$ cat src/rtl/patp_pkg.sv
// Shared definitions for the tiny program-counter sequencer: widths, opcodes,
// state encoding and the modulo pc increment.
package patp_pkg;

  localparam int ADDR_W  = 5;
  localparam int INSTR_W = 8;
  localparam int OPC_W   = 3;

  localparam logic [OPC_W-1:0] OP_JMP  = 3'b100;
  localparam logic [OPC_W-1:0] OP_JZ   = 3'b101;
  localparam logic [OPC_W-1:0] OP_JNZ  = 3'b110;
  localparam logic [OPC_W-1:0] OP_HALT = 3'b111;

  typedef enum logic [1:0] {
    ST_IDLE   = 2'd0,
    ST_FETCH  = 2'd1,
    ST_DECODE = 2'd2,
    ST_EXEC   = 2'd3
  } seq_state_t;

  // Wraps 31 -> 0; there is deliberately no carry out.
  function automatic logic [ADDR_W-1:0] pc_inc(input logic [ADDR_W-1:0] pc);
    return pc + ADDR_W'(1);
  endfunction

endpackage

$ cat src/rtl/pc_seq.sv
// Instruction sequencer: fetches from memory, resolves jumps/HALT itself and
// hands everything else to the datapath; drives the external pc block's we/in.
//
//   state  | meaning
//   IDLE   | halted, waiting for run
//   FETCH  | mem_req held at pc_q until mem_ack latches ir
//   DECODE | jumps/HALT write pc here; other opcodes go to EXEC
//   EXEC   | exe_valid held until exe_ready, then pc <= pc+1
module pc_seq
  import patp_pkg::*;
(
  input  logic               clk,
  input  logic               rst_n,
  input  logic               run,
  input  logic [ADDR_W-1:0]  pc_q,
  output logic               pc_we,
  output logic [ADDR_W-1:0]  pc_in,
  output logic               mem_req,
  output logic [ADDR_W-1:0]  mem_addr,
  input  logic               mem_ack,
  input  logic [INSTR_W-1:0] mem_rdata,
  output logic [INSTR_W-1:0] ir,
  output logic               exe_valid,
  input  logic               exe_ready,
  input  logic               zero,
  output logic               halted
);

  seq_state_t        state_q;
  seq_state_t        state_d;
  logic              ir_load;
  logic [OPC_W-1:0]  opcode;
  logic [ADDR_W-1:0] target;
  logic [ADDR_W-1:0] pc_next;

  assign opcode  = ir[INSTR_W-1:INSTR_W-OPC_W];
  assign target  = ir[ADDR_W-1:0];
  assign pc_next = pc_inc(pc_q);
  assign halted  = (state_q == ST_IDLE);

  always_ff @(posedge clk or negedge rst_n) begin
    if (!rst_n) begin
      state_q <= ST_IDLE;
      ir      <= '0;
    end else begin
      state_q <= state_d;
      if (ir_load) ir <= mem_rdata;
    end
  end

  // Outputs depend on the registered state, so an asynchronous reset kills
  // any pending pc write immediately, even if exe_ready is still high.
  always_comb begin
    state_d   = state_q;
    pc_we     = 1'b0;
    pc_in     = '0;
    mem_req   = 1'b0;
    mem_addr  = '0;
    exe_valid = 1'b0;
    ir_load   = 1'b0;
    case (state_q)
      ST_IDLE: begin
        if (run) state_d = ST_FETCH;
      end
      ST_FETCH: begin
        mem_req  = 1'b1;
        mem_addr = pc_q;
        if (mem_ack) begin
          ir_load = 1'b1;
          state_d = ST_DECODE;
        end
      end
      ST_DECODE: begin
        case (opcode)
          OP_JMP: begin
            pc_we   = 1'b1;
            pc_in   = target;
            state_d = ST_FETCH;
          end
          OP_JZ: begin
            pc_we   = 1'b1;
            pc_in   = zero ? target : pc_next;
            state_d = ST_FETCH;
          end
          OP_JNZ: begin
            pc_we   = 1'b1;
            pc_in   = zero ? pc_next : target;
            state_d = ST_FETCH;
          end
          OP_HALT: begin
            pc_we   = 1'b1;
            pc_in   = pc_next;
            state_d = ST_IDLE;
          end
          default: state_d = ST_EXEC;
        endcase
      end
      ST_EXEC: begin
        exe_valid = 1'b1;
        if (exe_ready) begin
          pc_we   = 1'b1;
          pc_in   = pc_next;
          state_d = ST_FETCH;
        end
      end
      default: state_d = ST_IDLE;
    endcase
  end

endmodule
$ cat config.mk
export PLATFORM = sky130hd
export DESIGN_NAME = pc_seq
export DESIGN_NICKNAME = d
export VERILOG_FILES = /design/src/rtl/patp_pkg.sv /design/src/rtl/pc_seq.sv
export SDC_FILE = /design/constraint.sdc
export NUM_CORES = 1
export LEC_CHECK = 0
export ABC_AREA = 1
export BUFFER_PORTS_ARGS = -buffer_cell sky130_fd_sc_hd__buf_4
export CELL_PAD_IN_SITES_DETAIL_PLACEMENT = 0
export CELL_PAD_IN_SITES_GLOBAL_PLACEMENT = 1
export CORE_AREA = 2 2 52 54
export CTS_BUF_LIST = sky130_fd_sc_hd__clkbuf_2
export CTS_CLUSTER_DIAMETER = 80
export DETAILED_ROUTE_END_ITERATION = 16
export DIE_AREA = 0 0 54 56
export PLACE_DENSITY = 0.78
export SLEW_MARGIN = 25
export SYNTH_ARGS = -nofsm -noshare
export SYNTH_HDL_FRONTEND = slang
export SYNTH_SLANG_ARGS = --single-unit
$ cat constraint.sdc
create_clock -name clk -period 1.7 [get_ports clk]
set_clock_uncertainty 0.15 [all_clocks]
set_input_delay 0.17 -clock clk [delete_from_list [all_inputs] [get_ports clk]]
set_output_delay 0.17 -clock clk [all_outputs]
set_load 0.02 [all_outputs]
==> results.toml <==
[run_status]
outcome = "finished, violations left"
violations = "negative setup slack"

[sta]
min_period_ns = 1.73
setup_viol = 2
whs_ns = 0.00846
slew_headroom_pct = 86.6
hold_violations = 0
worstMarginPinSlew_ns = 0.198
drv_slew = 0
rsz0062_at_grt = "true"
clock.fmax_mhz = 579
setup_ws_ns = -0.0284
period_share_pct = 102

[synthesis]
synth_cell_types = 18
synthSimpleGateAreaFrac_pct = 24.5
synth-compound-area-share_pct = 5.41
synthFlopType = "dfrtp_1"
yosys-top-cells-area = "dfrtp_1 34%, mux2_4 16%, nand2_1 9.1%"
synth.avg_cell_area_um2 = 8.50
synthArstFlopShare_pct = 100
syn_nets = 111
yosys_warnings = 0
synth-xor-area-share_pct = 2.37
yosys.area.top_type_share_pct = 33.8
seq_area_frac_synth_pct = 33.8
yosysTopAreaCell = "dfrtp_1"
syn_inst = 87
yosys_register_bits = 10
synth_edf_count = 0
synth_area_um2 = 739
synth_top_family_by_area = "simple AND/OR/NAND/NOR gates"
synth_most_common_cell = "nand2_1"
ys_top_cells_by_count = "18 x nand2_1, 14 x inv_1, 12 x nand3_1"
synth.area.mux_share_pct = 16.2
synth_fa_ha_area_share_pct = 8.46

[power_and_ir_drop]
ir_drop_uv = 735
p_leak_nw = 0.726
power_density_mw_per_mm2 = 1590

[critical_path]
max_stage_delay_ns = 0.43
crit_slowest_cell = "dfrtp_1"
crit_chain = "ha_2, nand2_2, inv_2, a21oi_4, o21ai_1, buf_4"
cp_data_required_time_ns = 1.38
worstSetupEndpointType = "output pin"
start_kind = "register"
path_class = "register to output pin"
worstPathArrival_ns = 1.41
crit_fanout = 3

[finish]
antenna_cells = 0
layout.nets = 171
syn2layout_area_growth_pct = 77.0
nFillCells = 235
multi_input_area_um2 = 493
layoutNonFillerInstCount = 175
regArea_um2 = 250
drive_gt1_share_pct = 55.2

[clock_tree]
clk_latency_ns = 0.24
cts_made_buffers = 3
cts_tree = "built"
root_buffer = "clkbuf_2"
clk_pin_slew_ns = 0.08
clock_path_buffers = 2
cts_htree_levels = 1
cts_sinks = 10

[placed_design]
dp_hpwl_um = 1510
io_buffer_count = 40
place_inst = 161
gp_congestion = 0.862

[routing]
drt_iter0_markers = 6
drcViolationCount = 0
routedWlPerCell_um = 11.0
drtAntennaViolNets = 0
via_per_inst = 4.52
first_pass_iters = 4
vias = 791
drt_wl_total_um = 1930

[die]
initial_core_util_pct = 30.4
die-height_um = 56
io_pins = 41
fp.dieW_um = 54
coreArea_mm2 = 0.00243
die_area_mm2 = 0.00302
rows = 18

[grt]
grt_pass1_vias = 778
grt-ovfl-total = 0
grt_max_degree = 11
grtUsageTotal_pct = 13.7
grt_pass1_wl_um = 3100
antenna_found_initial = 0

[run]
cap_violations = 0

[min_path]
hp-class = "input pin to register"
-- final cells by class --
class	count	area share (%)
Inverter	16	4.78
Multi-Input combinational cell	60	37.7
Sequential cell	10	19.1
Tap cell	30	2.87
Clock buffer	3	1.15
Timing Repair Buffer	56	34.4
-- stage by stage --
stage	total power [mW]	setup TNS [ns]	util [%]	cell area (µm²)	setup slack, ns
6_report	2.09	-0.0297	53.8	1310	-0.0284
3_5_place_dp	1.79	0	45.5	1110	0.0839
2_1_floorplan	1.26	-0.0986	-	739	-0.0329
5_1_grt	2.24	-0.725	53.8	1310	-0.0924
3_3_place_gp	1.78	0	45.5	1110	0.155
4_1_cts	1.99	-0.110	49.4	1200	-0.0362
-- path summary, 6_finish.rpt --
path / from / cells after the start / slack (ns) / end
worst min-delay path: mem_rdata[7] / 2 / 0.008 / ir[7]$_DFFE_PN0P_
max in group asynchronous: rst_n / 2 / 1.13 / ir[0]$_DFFE_PN0P_
worst max register to register: state_q[0]$_DFFE_PN0P_ / 8 / 0.15 / state_q[0]$_DFFE_PN0P_
min in group asynchronous: rst_n / 2 / 0.14 / ir[6]$_DFFE_PN0P_
worst max-delay path: state_q[1]$_DFFE_PN0P_ / 6 / -0.03 / pc_in[3]
worst min register to register: ir[3]$_DFFE_PN0P_ / 1 / 0.40 / ir[3]$_DFFE_PN0P_
-- layout by cell type (no fill, tap or decap), drive strengths merged --
| cell type | n |
|---|---|
| inv | 16 |
| a21oi | 1 |
| dlygate4sd3 | 6 |
| ha | 5 |
| mux2 | 8 |
| dfrtp | 10 |
| nor2 | 3 |
| xnor2 | 1 |
| o21ai | 7 |
| nand2 | 19 |
| buf | 50 |
| xor2 | 1 |
| clkbuf | 3 |
| nand4 | 2 |
| nand3 | 12 |
| nor3 | 1 |
-- logic make-up (layout without fill, tap and decap cells) --
family | count (synthesis) | after routing
multiplexers | 8 | 8
XOR/XNOR | 2 | 2
AND/OR/NAND/NOR | 37 | 37
buffers and inverters | 17 | 75
adder cells (fa/ha/maj) | 5 | 5
AO/OA/AOI/OAI | 8 | 8
flip-flops | 10 | 10
-- critical path, delay by kind of cell (launching register included) --
family / cells / cell delay, ns
flip-flops: 1 / 0.43
adder cells (fa/ha/maj): 1 / 0.22
buffers and inverters: 2 / 0.22
AO/OA/AOI/OAI: 2 / 0.22
AND/OR/NAND/NOR: 1 / 0.09
-- repair_timing --
action,4_1_cts,5_1_grt
hold buffers,1,5
endpoints found under the hold margin,10,5
resized for setup,16,11
endpoints found under the setup margin,9,12
buffers inserted,4,1
pin swaps,3,3
-- per-layer routing --
layer / global-route usage (%) / share of wire, % / vias up
met5: 0 / 0 / -
met3: 1.88 / 5.9 / 5
met4: 7.14 / 2.0 / 0
met1: 15.7 / 40 / 357
met2: 23.5 / 52 / 29
li1: - / - / 400
-- registers in the layout, summed over array words and instances (netlist names) --
signal and count:
state_q 2, ir 8
-- power by group --
group,internal [mW],switching [mW],total (mW)
clock network,0.0481,0.0666,0.115
logic,0.739,0.766,1.50
registers,0.359,0.106,0.466
Note: power is estimated with default switching activity, not from simulation.
